### src/rtl/servo_pwm_driver.sv
// rtl/servo_pwm_driver.sv - hobby-servo PWM frame generator with frame-boundary position latch
// Optional macro SERVO_SLEW_EN: rate-limit applied_pos by SLEW_STEP per frame.
module servo_pwm_driver #(
    parameter int PERIOD_CYCLES    = 1000000,
    parameter int MIN_PULSE_CYCLES = 50000,
    parameter int TICK_CYCLES      = 49,
    parameter int MAX_POS          = 1023,
    parameter int CNT_W            = 20,
    parameter int SLEW_STEP        = 8
) (
    input  logic       clk,
    input  logic       reset,
    input  logic       enable,
    input  logic [9:0] position,
    output logic       pwm_out,
    output logic       frame_start,
    output logic [9:0] applied_pos
);

    localparam longint MAX_PULSE = longint'(MIN_PULSE_CYCLES) + longint'(MAX_POS) * longint'(TICK_CYCLES);
    localparam int PL_W  = $clog2(MAX_PULSE + 1) + 1;
    localparam int CMP_W = (PL_W > CNT_W) ? PL_W : CNT_W;
    localparam logic [CNT_W-1:0] LAST_CYCLE = CNT_W'(PERIOD_CYCLES - 1);
    localparam logic [9:0] MAX_POS_V = 10'(MAX_POS);

    if (SLEW_STEP < 1) begin : gBadSlewStep
        $error("SLEW_STEP must be at least 1");
    end
    if (longint'(PERIOD_CYCLES) > (longint'(1) << CNT_W)) begin : gBadCntWidth
        $error("CNT_W too narrow for PERIOD_CYCLES");
    end

    typedef enum logic [1:0] {IDLE, PULSE, GAP} state_e;

    state_e            state, stateNext;
    logic [CNT_W-1:0]  cnt, cntNext;
    logic [PL_W-1:0]   pulseLen, pulseLenNext;
    logic [9:0]        appliedNext;
    logic [9:0]        target;
    logic [9:0]        latchPos;
    logic              pwmNext, frameStartNext, startFrame;

    assign target = (position > MAX_POS_V) ? MAX_POS_V : position;

`ifdef SERVO_SLEW_EN
    localparam logic [10:0] STEP = 11'(SLEW_STEP);
    logic [10:0] dist;

    // Move from the previous applied position toward the target, landing exactly when close enough.
    always_comb begin
        dist     = '0;
        latchPos = target;
        if (target >= applied_pos) begin
            dist = {1'b0, target} - {1'b0, applied_pos};
            if (dist > STEP) latchPos = applied_pos + STEP[9:0];
        end else begin
            dist = {1'b0, applied_pos} - {1'b0, target};
            if (dist > STEP) latchPos = applied_pos - STEP[9:0];
        end
    end
`else
    assign latchPos = target;
`endif

    always_ff @(posedge clk or posedge reset) begin
        if (reset) begin
            state       <= IDLE;
            cnt         <= '0;
            pulseLen    <= '0;
            applied_pos <= '0;
            pwm_out     <= 1'b0;
            frame_start <= 1'b0;
        end else begin
            state       <= stateNext;
            cnt         <= cntNext;
            pulseLen    <= pulseLenNext;
            applied_pos <= appliedNext;
            pwm_out     <= pwmNext;
            frame_start <= frameStartNext;
        end
    end

    always_comb begin
        stateNext      = state;
        cntNext        = cnt;
        pulseLenNext   = pulseLen;
        appliedNext    = applied_pos;
        frameStartNext = 1'b0;
        startFrame     = 1'b0;
        pwmNext        = 1'b0;

        case (state)
            IDLE: begin
                if (enable) startFrame = 1'b1;
            end
            default: begin
                if (cnt == LAST_CYCLE) begin
                    if (enable) begin
                        startFrame = 1'b1;
                    end else begin
                        stateNext = IDLE;
                        cntNext   = '0;
                    end
                end else begin
                    cntNext = cnt + 1'b1;
                end
            end
        endcase

        if (startFrame) begin
            cntNext        = '0;
            appliedNext    = latchPos;
            pulseLenNext   = PL_W'(MIN_PULSE_CYCLES) + PL_W'(latchPos) * PL_W'(TICK_CYCLES);
            frameStartNext = 1'b1;
            stateNext      = PULSE;
        end

        // An oversized pulse simply never ends inside the frame, so the output stays high.
        if (stateNext != IDLE) begin
            pwmNext   = CMP_W'(cntNext) < CMP_W'(pulseLenNext);
            stateNext = pwmNext ? PULSE : GAP;
        end
    end

    pulseFitsFrame: assert property (@(posedge clk) disable iff (reset)
        frame_start |-> (longint'(pulseLen) < longint'(PERIOD_CYCLES)));

endmodule

### config.mk
export PLATFORM = sky130hd
export DESIGN_NAME = servo_pwm_driver
export DESIGN_NICKNAME = d
export VERILOG_FILES = /design/src/rtl/servo_pwm_driver.sv
export SDC_FILE = /design/constraint.sdc
export NUM_CORES = 1
export LEC_CHECK = 0
export CAP_MARGIN = 20
export CORE_ASPECT_RATIO = 0.75
export CORE_MARGIN = 2
export CORE_UTILIZATION = 55
export CTS_CLUSTER_DIAMETER = 200
export DETAILED_ROUTE_END_ITERATION = 16
export PLACE_DENSITY = 0.75
export REMOVE_ABC_BUFFERS = 1
export SYNTH_ARGS = -nofsm -noshare
export SYNTH_HDL_FRONTEND = slang
export SYNTH_SLANG_ARGS = --single-unit
export TNS_END_PERCENT = 10
### constraint.sdc
create_clock -name clk -period 11.16 [get_ports clk]
set_input_delay 2.232 -clock clk [delete_from_list [all_inputs] [get_ports clk]]
set_output_delay 2.232 -clock clk [all_outputs]
set_load 0.005 [all_outputs]
Word-level counts from Yosys, hierarchy flattened
Index checks and enable logic that the tools add are counted.
- output and inout bits: 12
- bits in registers: 52
- logic and storage cells: 31
- multiplexer cells: 17
- order comparisons: 2
- equality and inequality tests: 1
- add/subtract/negate cells: 2
- multipliers: 1
- reductions and logical operators: 2
- operators by type and width (operator ; count):
    two-way mux 20 bit ; 4
    adder 20 x 1 -> 20 bit (second input constant) ; 1
    == test 20 bit (second input constant) ; 1
    < comparator 20 x 18 -> 1 bit ; 1
    two-way mux 18 bit ; 1
    adder 16 x 16 -> 17 bit (first input constant) ; 1
    multiplier 10 x 6 -> 16 bit (second input constant) ; 1
    two-way mux 2 bit ; 6
    greater-than comparator 10 bit (second input constant) ; 1
    two-way mux 10 bit ; 1
    two-way mux 1 bit ; 5
    logical NOT 2 bit ; 1
    nonzero test 2 bit ; 1

Logic depth before layout (Yosys ltp)
Gate-level depths: netlist of run 1.
- word-level depth: 8
- gate-level depth with buffers: 23
- gate-level depth less buffers: 22

Worst setup path before layout of run 1
OpenSTA, ideal clock, no wires.
- path kind: input-to-reg
- start: in position[2]
- end: reg state[1]
- path slack: 4.195 ns
- arrival: 6.898 ns
- setup time: 0.066 ns
- cell stages on the path: 21
- data required time: 11.094 ns
- path through: clkbuf_1 > ha_1 > inv_1 > fa_1 > inv_1 > ha_1 > ha_1 > ha_1 > nand3_1 > a2111oi_0 > o211ai_1 > a21oi_1 > xnor2_1 > mux2i_1 > ha_1 > nand4_1 > nor4_1 > nor4b_1 > nand2_1 > o211ai_1 > o32a_1
- word-level cells in the longest chain between the ends: 8
- ends and longest elaborated chain (element ; line ; source):
    start, declared ; 14 ; input logic [9:0] position,
    greater-than comparator 10 bit ; 43 ; assign target = (position > MAX_POS_V) ? MAX_POS_V : position;
    two-way mux 10 bit * ; 43 ;
    multiplier 10 x 6 -> 16 bit * ; 113 ; pulseLenNext = PL_W'(MIN_PULSE_CYCLES) + PL_W'(latchPos) * PL_W'(TICK_CYCLES);
    adder 16 x 16 -> 17 bit * ; 113 ;
    two-way mux 18 bit * ; 110 ; if (startFrame) begin
    < comparator 20 x 18 -> 1 bit * ; 120 ; pwmNext = CMP_W'(cntNext) < CMP_W'(pulseLenNext);
    two-way mux 2 bit * ; 121 ; stateNext = pwmNext ? PULSE : GAP;
    two-way mux 2 bit * ; 119 ; if (stateNext != IDLE) begin
    net stateNext[1] ; 35 ; state_e state, stateNext;
    end signal, assigned ; 74 ; state <= stateNext;
    end, declared ; 35 ;
Mark *: on every way through the listed nets, which the timed path passes. The rest lies on a longest branch.
A chain may end at the register's enable or synchronous reset.

Final worst setup path of run 1
- start: in position[1]
- end: reg state[1]
Same word-level chain as after synthesis.

==> summary.md, run 1 <==
| Metric | Value |
|---|---|
| Power per cell area | `189.1 mW/mm^2` |
| Slew HR | `0.3655` |
| Max VDD drop | `95.73 uV` |
| Final Net Count | `511` |
| Final WS setup | `3385 ps` |
| Hold Vio Cnt, Final | `0` |
| Setup TNS | `0 ps` |
| DRC Markers | `0` |
| Detailed Routing Iterations Pass 1 | `4` |
| RR Startpoint | `cnt[0]$_DFF_PP0_` |
| Fmax | `128.6 MHz` |
| Met3 Routed Length | `456 um` |
| Synth Warn # | `0` |
| Placed insts | `510` |
| Predominant post-synthesis flop cell | `dfrtp_1` |
| Setup CP Type | `in -> reg` |
| Uppermost layer routed | `met4` |
| Clock transition at the registers of the reported paths | `100 ps` |
| GR Overflow Total | `0` |
| Synth async-reset ratio | `1.000` |
| First-pass GRT wire length | `13,890 um` |
| Commonest non-fill, non-tap cell in the layout | `ha_1` |
| Syn avg cell area | `9.165 sq um` |
| Clk buf depth | `2` |
| Die height | `76.36 um` |
| CP max FO | `5` |
| P_leak | `2.051 nW` |
| Worst EP required | `11,420 ps` |
| Final slew viol count | `0` |
| Largest net degree at the start of global routing | `42` |
| Ports | `25` |
| Area after DPL | `0.004116 sq mm` |
| TritonCTS clock tree | `built` |
| Hold depth | `2` |
| CTS sink cnt | `52` |
| DP Wirelength | `6257 um` |
| Fillcell total | `563` |
| GP Congestion | `0.8347` |
| CP Launch Point | `position[1]` |
| Vias in the first global route | `2,934` |
| DRT Wirelength | `8148 um` |
| Initial antenna violation count | `0` |
| Setup Fix Bufs, Post-CTS | `0` |
| Fin cells | `518` |
| Skew-Pair Late Insertion Delay | `320 ps` |
| Root Driver | `clkbuf_8` |
| FF-to-FF setup slack | `5960 ps` |
| Global Route Usage Sum | `0.2274` |
| Via count | `3,059` |
| Max-Cap Viols | `0` |
| Worst hold path startpoint | `pulseLen[17]$_DFF_PP0_` |
| Area grow syn2layout | `10.10%` |
| Synth Instances | `419` |
| Hold_buf cts | `0` |
| RSZ-0062 raised after global routing | `no` |
| Ant. Diodes | `0` |
| Die footprint | `0.007673 sq mm` |
| Fin crit share | `0.6967` |
| Post-synthesis cell type count | `50` |
| DRT iter0 DRCs | `121` |
| Initial Utilization | `0.5648` |
| Hold Crit Endpoint | `pulseLen[17]$_DFF_PP0_` |
| Fin crit period | `7775 ps` |
| Most frequent cells in the layout | `ha_1, dfrtp_1, nand2_1` |
| Seq/Total Area, Yosys | `0.3389` |
| CTS Buf Count | `5` |
| Fraction of layout instances using a drive strength above 1 | `0.04839` |
| Post-place setup slack | `3114 ps` |
| Port Buffer Count | `24` |
| Met1 WL | `3999 um` |
| Post-synth EDFFs | `0` |
| Seq cells post-synth | `52` |
| Synth Cell Area | `0.003840 sq mm` |
| Die W | `100.5 um` |
| Crit path launch type | `input pin` |
| DR vias/cell | `5.905` |
| Final Setup Violations | `0` |
| Critical Path End Type | `flip-flop` |
| Routed Antenna Nets | `0` |
| Routed WL per cell | `15.73 um` |
| Met2 WL | `3635 um` |
| Row Count | `26` |
| Core area | `0.006799 sq mm` |
| H-tree levels | `2` |
| PostCTS Resize Cnt | `0` |
| Worst reg2reg path depth | `14` |
| Hold WC Path Type | `reg -> reg` |
| Status | `finished clean` |
| CP arrival | `8040 ps` |
| Final Cell Area | `0.004228 sq mm` |
| Clk_skew | `12.31 ps` |
| Slew of the pin with the lowest slew margin | `927.8 ps` |
| Worst r2r dst | `state[1]$_DFF_PP0_` |
==> cell families (layout without fill, tap and decap cells) <==
group | count (synthesis) | after routing | share of synthesized area
AND/OR/NAND/NOR | 123 | 123 | 0.1528
AO/OA/AOI/OAI | 95 | 95 | 0.1554
buffers and inverters | 53 | 68 | 0.05735
adder cells (fa/ha/maj) | 65 | 65 | 0.2177
flip-flops | 52 | 52 | 0.3389
XOR/XNOR | 14 | 14 | 0.03193
multiplexers | 17 | 17 | 0.04594
==> critical path, stage by stage <==
cell	delay, ps
clkdlybuf4s50_1	550
inv_1	100
ha_1	220
fa_1	480
inv_1	40
ha_1	280
ha_1	290
ha_1	370
nand3_1	130
a2111oi_0	830
o211ai_1	150
a21oi_1	210
xnor2_1	170
mux2i_1	110
ha_1	330
nand4_1	170
nor4_1	420
nor4b_1	390
nand2_1	90
o211ai_1	280
o32a_1	180
==> flip-flops by register name (all words and copies together) (netlist names) <==
register     cells
cnt             20
pulseLen        18
applied_pos     10
state            2
frame_start      1
pwm_out          1
==> cell usage after synthesis (4+ instances only) <==
master	instances	area (sq um)
nand4_1	4	25.02
nand2_1	44	165.2
o31ai_1	8	60.06
o21ai_0	34	170.2
xor2_1	4	35.03
a21o_1	7	52.55
nor3_1	4	20.02
dfrtp_1	52	1301
mux2i_1	12	120.1
mux2_2	4	45.04
inv_1	34	127.6
a31oi_1	7	43.79
nor2_1	33	123.9
a21oi_1	17	85.08
nand3_1	11	55.05
clkbuf_1	13	48.80
ha_1	62	775.7
xnor2_1	10	87.58
o21a_1	5	37.54
and3_1	4	25.02
nor4_1	7	43.79
==> through the flow <==
stage,hold slack (ps),utilization,power [mW]
after floorplan,431.7,-,0.5444
final,479.9,0.6218,0.7993
after global placement,455.3,0.6025,0.6462
after detailed placement,462.1,0.6054,0.6671
after CTS,485.9,0.6218,0.8018
after global routing,507.7,0.6218,0.8674
==> routing by layer <==
layer  up-vias  global-route usage
li1       1520                   -
met1      1446              0.3460
met2        88              0.3450
met3         5             0.03028
met4         0             0.04932
met5         -                   0
==> final cells by class <==
type | count | area (sq um) | share of cell area
multi-input combinational | 314 | 2318 | 0.5484
sequential | 52 | 1301 | 0.3078
tap | 84 | 105.1 | 0.02486
inverter | 35 | 131.4 | 0.03107
clock inverter | 3 | 42.54 | 0.01006
clock buffer | 5 | 68.82 | 0.01628
timing repair buffer | 25 | 260.3 | 0.06156
==> worst max-delay path by stage <==
stage,end
2_1_floorplan,state[1]$_DFF_PP0_
6_report,state[1]$_DFF_PP0_
3_5_place_dp,state[1]$_DFF_PP0_
5_1_grt,state[1]$_DFF_PP0_
3_3_place_gp,state[1]$_DFF_PP0_
4_1_cts,state[1]$_DFF_PP0_
==> where the power goes <==
part           total (mW)  internal, mW  switching [mW]
Clock               0.135        0.0665          0.0680
Combinational       0.375         0.173           0.202
Sequential          0.290         0.251          0.0389
Power figures use the tool's default switching activity.
==> run 2: changes to the inputs <==
==> constraint.sdc (replaced) <==
create_clock -name clk -period 7.8 [get_ports clk]
set_input_delay 1.56 -clock clk [delete_from_list [all_inputs] [get_ports clk]]
set_output_delay 1.56 -clock clk [all_outputs]
set_load 0.005 [all_outputs]
==> summary.md, run 2 (same netlist as run 1, synthesis figures left out) <==
| Metric | Value |
|---|---|
| Detailed Routing Iterations Pass 1 | `5 (+1)` |
| PostCTS Resize Cnt | `0 (unchanged)` |
| Status | `finished clean` |
| Routed Antenna Nets | `0 (unchanged)` |
| Port Buffer Count | `24 (unchanged)` |
| Fin crit period | `7143 ps` |
| Die height | `76.36 um (unchanged)` |
| Setup CP Type | `in -> reg` |
| Setup Fix Bufs, Post-CTS | `0 (unchanged)` |
| Skew-Pair Late Insertion Delay | `310 ps (about the same)` |
| GR Overflow Total | `0 (unchanged)` |
| Vias in the first global route | `2,910 (-0.82%)` |
| Fin crit share | `0.9158` |
| Fmax | `140.0 MHz` |
| DRC Markers | `0 (unchanged)` |
| GP Congestion | `0.8662 (+3.8%)` |
| Clk_skew | `9.326 ps (-2.988 ps)` |
| Hold_buf cts | `0 (unchanged)` |
| Final slew viol count | `0 (unchanged)` |
| Root Driver | `clkbuf_8` |
| Clk buf depth | `2 (unchanged)` |
| Initial Utilization | `0.5648 (unchanged)` |
| Ports | `25 (unchanged)` |
| Final WS setup | `657.0 ps (-2728 ps)` |
| Biggest register | `cnt` |
| Area grow syn2layout | `9.873%` |
| Slew HR | `0.3584 (-0.007120)` |
| DR vias/cell | `5.844 (-1.0%)` |
| Hold WC Path Type | `reg -> reg` |
| First-pass GRT wire length | `13,970 um (+0.60%)` |
| Die W | `100.5 um (unchanged)` |
| Max reg flops | `20 (unchanged)` |
| CP arrival | `7400 ps (-640 ps)` |
| DP Wirelength | `6069 um (-3.0%)` |
| Global Route Usage Sum | `0.2280 (+0.0005645)` |
| Via count | `3,033 (-0.85%)` |
| H-tree levels | `2 (unchanged)` |
| Setup TNS | `0 ps (unchanged)` |
| Largest net degree at the start of global routing | `53 (+26%)` |
| Hold Vio Cnt, Final | `0 (unchanged)` |
| DRT iter0 DRCs | `193 (+60%)` |
| FF-to-FF setup slack | `2550 ps (-3410 ps)` |
| Fraction of layout instances using a drive strength above 1 | `0.04828 (-0.0001112)` |
| Max VDD drop | `116.2 uV (+21%)` |
| Biggest regs | `cnt (20), pulseLen (18), applied_pos (10)` |
| RSZ-0062 raised after global routing | `no` |
| Final Setup Violations | `0 (unchanged)` |
| Post-place setup slack | `502.3 ps (-2612 ps)` |
| Clock transition at the registers of the reported paths | `100 ps (about the same)` |
| Most frequent cells in the layout | `ha_1, dfrtp_1, nand2_1` |
| Max-Cap Viols | `0 (unchanged)` |
| Row Count | `26 (unchanged)` |
| TritonCTS clock tree | `built` |
| Ant. Diodes | `0 (unchanged)` |
| Core area | `0.006799 sq mm (unchanged)` |
| P_leak | `2.053 nW (about the same)` |
| Commonest non-fill, non-tap cell in the layout | `ha_1` |
| CTS sink cnt | `52 (unchanged)` |
| Power per cell area | `271.0 mW/mm^2 (+43%)` |
| Critical Path End Type | `flip-flop` |
| Routed WL per cell | `15.81 um (+0.52%)` |
| Hold_ws | `482.0 ps (+2.140 ps)` |
| Crit path launch type | `input pin` |
| CP max FO | `4 (-1)` |
| Worst EP required | `8050 ps (-3370 ps)` |
| Slew of the pin with the lowest slew margin | `953.7 ps (+25.88 ps)` |
| Final Net Count | `512 (+0.20%)` |
| CTS Buf Count | `5 (unchanged)` |
| Initial antenna violation count | `0 (unchanged)` |
| Die footprint | `0.007673 sq mm (unchanged)` |
| DRT Wirelength | `8206 um (+0.71%)` |
run 2: changes by cell type in the layout (fill, tap and decap cells not counted):
cell,before,now
buf_12,1,0
buf_4,0,2
clkbuf_1,0,1
clkinvlp_4,1,0
run 2: routing by layer:
layer,share of wire,global-route usage,vias to the layer above
met5,0,0,-
met4,0.0085,0.04795,0
met3,0.041,0.04037,10
met2,0.44,0.3477,69
met1,0.51,0.3398,1441
li1,-,-,1513
run 2: area by class of cell:
| type | instances | area (sq um) |
|---|---|---|
| clock inverters | 2 | 35.03 |
| multi-input cells | 314 | 2318 |
| clock buffers | 6 | 72.57 |
| repair buffers | 26 | 255.2 |
| inverters | 35 | 131.4 |
| fillers | 563 | 2580 |
| well taps | 84 | 105.1 |
| flip-flops and latches | 52 | 1301 |
run 2: worst max-delay path, cell delays in order:
cell             delay (ps)
clkdlybuf4s50_1         540
inv_1                    90
ha_1                    210
fa_1                    470
inv_1                    40
ha_1                    200
fa_1                    440
ha_1                    360
nor3_1                  280
a2111oi_0               130
buf_4                   170
or4_1                   410
a31oi_1                 220
xnor2_1                 190
mux2i_1                 130
ha_1                    300
nand4_1                 160
nor4_1                  490
nor4b_1                 420
nand2_1                  90
o211ai_1                290
o32a_1                  200
run 2: metrics by stage:
stage | util | instance area [sq um] | std cells | total power, mW
global placement | 0.6047 | 4111 | 511 | 0.9280
floorplan | - | 3751 | 401 | 0.7789
CTS | 0.6205 | 4219 | 519 | 1.147
finish | 0.6205 | 4219 | 519 | 1.143
global route | 0.6205 | 4219 | 519 | 1.243
detailed placement | 0.6047 | 4111 | 511 | 0.9532
run 2: path summary, 6_finish.rpt:
kind                                                 start                         end  cells past startpoint
worst max-delay path                           position[1]          state[1]$_DFF_PP0_                     22
worst min-delay path            applied_pos[6]$_DFFE_PP0P_  applied_pos[6]$_DFFE_PP0P_                      2
worst max register to register            cnt[0]$_DFF_PP0_          state[1]$_DFF_PP0_                     14
worst min register to register  applied_pos[6]$_DFFE_PP0P_  applied_pos[6]$_DFFE_PP0P_                      2
max in group asynchronous                            reset      pulseLen[17]$_DFF_PP0_                      3
min in group asynchronous                            reset            cnt[0]$_DFF_PP0_                      3
run 2: power breakdown:
part | leakage (nW) | switching [mW] | internal [mW]
clock | 0.0552 | 0.0941 | 0.0955
sequential | 0.662 | 0.0561 | 0.359
combinational | 1.34 | 0.289 | 0.249
==> run 3: changes to the inputs <==
==> constraint.sdc (replaced) <==
create_clock -name clk -period 9.26 [get_ports clk]
set_input_delay 1.852 -clock clk [delete_from_list [all_inputs] [get_ports clk]]
set_output_delay 1.852 -clock clk [all_outputs]
set_load 0.005 [all_outputs]
==> summary.md, run 3 (same netlist as run 1, synthesis figures left out) <==
| Metric | Value |
|---|---|
| Utilization after layout | `0.6187 (-0.001840)` |
| Area grow syn2layout | `9.547%` |
| CTS sink cnt | `52 (unchanged)` |
| Hold_buf cts | `0 (unchanged)` |
| Initial antenna violation count | `0 (unchanged)` |
| Fillcell total | `578 (+2.7%)` |
| DR vias/cell | `5.905 (+1.1%)` |
| Critical Path End Type | `flip-flop` |
| Slew HR | `0.3352 (-0.02320)` |
| Core area | `0.006799 sq mm (unchanged)` |
| TritonCTS clock tree | `built` |
| Ports | `25 (unchanged)` |
| Fmax | `134.6 MHz` |
| Ant. Diodes | `0 (unchanged)` |
| Final Net Count | `511 (-0.20%)` |
| Final Setup Violations | `0 (unchanged)` |
| GR Overflow Total | `0 (unchanged)` |
| Routed WL per cell | `15.81 um (about the same)` |
| Hold depth | `2 (unchanged)` |
| Biggest register | `cnt` |
| RR Startpoint | `cnt[0]$_DFF_PP0_` |
| DRT iter0 DRCs | `152 (-21%)` |
| Worst reg2reg path depth | `14 (unchanged)` |
| Slew of the pin with the lowest slew margin | `972.1 ps (+18.45 ps)` |
| Max-Cap Viols | `0 (unchanged)` |
| Crit path launch type | `input pin` |
| Hold WC Path Type | `reg -> reg` |
| Max VDD drop | `93.34 uV (-20%)` |
| Fin crit period | `7431 ps` |
| Worst hold path startpoint | `applied_pos[0]$_DFFE_PP0P_` |
| PostCTS Resize Cnt | `0 (unchanged)` |
| Commonest non-fill, non-tap cell in the layout | `ha_1` |
| Worst EP required | `9510 ps (+1460 ps)` |
| Biggest regs | `cnt (20), pulseLen (18), applied_pos (10)` |
| Detailed Routing Iterations Pass 1 | `5 (unchanged)` |
| Global Route Usage Sum | `0.2274 (-0.0005470)` |
| Setup CP Type | `in -> reg` |
| Hold Vio Cnt, Final | `0 (unchanged)` |
| CP max FO | `5 (+1)` |
| First-pass GRT wire length | `13,850 um (-0.89%)` |
| Die W | `100.5 um (unchanged)` |
| DRT Wirelength | `8188 um (-0.22%)` |
| Worst r2r dst | `state[1]$_DFF_PP0_` |
| Setup Fix Bufs, Post-CTS | `0 (unchanged)` |
| Fraction of layout instances using a drive strength above 1 | `0.04378 (-0.004497)` |
| Max stage delay cell, worst path | `a2111oi_0` |
| Fin crit share | `0.8024` |
| Initial Utilization | `0.5648 (unchanged)` |
| DP Wirelength | `6291 um (+3.7%)` |
| Root Driver | `clkbuf_8` |
| CP delay by family, top | `adder cells` |
| DRC Markers | `0 (unchanged)` |
| CTS Buf Count | `5 (unchanged)` |
| Buf/Inv on CP | `3 (-1)` |
| Most frequent cells in the layout | `ha_1, dfrtp_1, nand2_1` |
| Clk buf depth | `2 (unchanged)` |
| RSZ-0062 raised after global routing | `no` |
| Die footprint | `0.007673 sq mm (unchanged)` |
| GP Congestion | `0.8347 (-3.6%)` |
| Skew-Pair Late Insertion Delay | `310 ps (about the same)` |
| Largest net degree at the start of global routing | `42 (-21%)` |
| Hold_ws | `481.6 ps (-0.4610 ps)` |
| Crit-path most repeated cell | `ha_1` |
| Setup TNS | `0 ps (unchanged)` |
| Power per cell area | `222.4 mW/mm^2 (-18%)` |
| Port Buffer Count | `24 (unchanged)` |
| Final slew viol count | `0 (unchanged)` |
| H-tree levels | `2 (unchanged)` |
| Via count | `3,059 (+0.86%)` |
| Max reg flops | `20 (unchanged)` |
| FF-to-FF setup slack | `4060 ps (+1510 ps)` |
| Clock transition at the registers of the reported paths | `90 ps (about the same)` |
| Vias in the first global route | `2,938 (+0.96%)` |
| P_leak | `2.042 nW (-0.51%)` |
| CP arrival | `7680 ps (+280 ps)` |
| Status | `finished clean` |
| Critical-path cell list | `clkdlybuf4s50_1 -> inv_1 -> ha_1 -> fa_1 -> inv_1 -> ha_1 -> ha_1 -> ha_1 -> nand3_1 -> a2111oi_0 -> o211ai_1 -> a21oi_1 -> xnor2_1 -> mux2i_1 -> ha_1 -> nand4_1 -> nor4_1 -> nor4b_1 -> nand2_1 -> o211ai_1 -> o32a_1` |
| Die height | `76.36 um (unchanged)` |
| Routed Antenna Nets | `0 (unchanged)` |
| Row Count | `26 (unchanged)` |
| Hold Crit Endpoint | `applied_pos[0]$_DFFE_PP0P_` |
| Slowest stage delay, CP | `860 ps (+320 ps)` |
| Clk_skew | `6.279 ps (-3.047 ps)` |
[run 3: changes by cell type in the layout (fill, tap and decap cells not counted)]
cell,previous run,this run
clkinv_2,1,0
buf_4,2,0
clkbuf_8,5,6
buf_12,0,1
clkbuf_1,1,2
bufinv_16,1,0
[run 3: where the power goes]
part	internal (mW)	switching [mW]	leakage [nW]	total (mW)
clock	0.0612	0.0746	0.0455	0.136
combinational	0.209	0.241	1.33	0.450
sequential	0.303	0.0474	0.662	0.350
total	0.573	0.363	2.04	0.935
[run 3: tightest hold or removal path, cell delays in order (launching register included)]
cell and delay [ps]:
dfrtp_1 350, nand2_1 50, nand2_1 50
[run 3: final cells by class]
class | instances | area [sq um] | share of cell area
inverter | 35 | 131.4 | 0.03123
tap | 84 | 105.1 | 0.02499
sequential | 52 | 1301 | 0.3093
timing repair buffer | 25 | 260.3 | 0.06187
multi-input combinational | 314 | 2318 | 0.5512
clock buffer | 8 | 90.09 | 0.02142
[run 3: worst max-delay path by stage]
stage | from | end | slack [ps] | cells past startpoint
after detailed placement | position[1] | state[1]$_DFF_PP0_ | 1600 | 21
final | position[1] | state[1]$_DFF_PP0_ | 1830 | 21
after global routing | position[1] | state[1]$_DFF_PP0_ | 1340 | 21
after CTS | position[1] | state[1]$_DFF_PP0_ | 1880 | 21
after floorplan | position[2] | state[1]$_DFF_PP0_ | 2750 | 20
after global placement | position[1] | state[1]$_DFF_PP0_ | 1750 | 21
[run 3: per-stage QoR]
| stage | setup WS, ps | instances | area (sq um) | total power, mW |
|---|---|---|---|---|
| detailed placement | 1597 | 510 | 4116 | 0.8037 |
| global placement | 1754 | 509 | 4096 | 0.7788 |
| finish | 1829 | 518 | 4207 | 0.9355 |
| global route | 1338 | 518 | 4207 | 1.020 |
| floorplan | 2747 | 401 | 3751 | 0.6561 |
| CTS | 1876 | 518 | 4207 | 0.9427 |
[run 3: metal layers]
metal	track usage	wire (um)	vias to the layer above
li1	-	-	1518
met1	0.3312	4018	1447
met2	0.3510	3698	86
met3	0.03761	392	8
met4	0.06027	78	0
met5	0	0	-
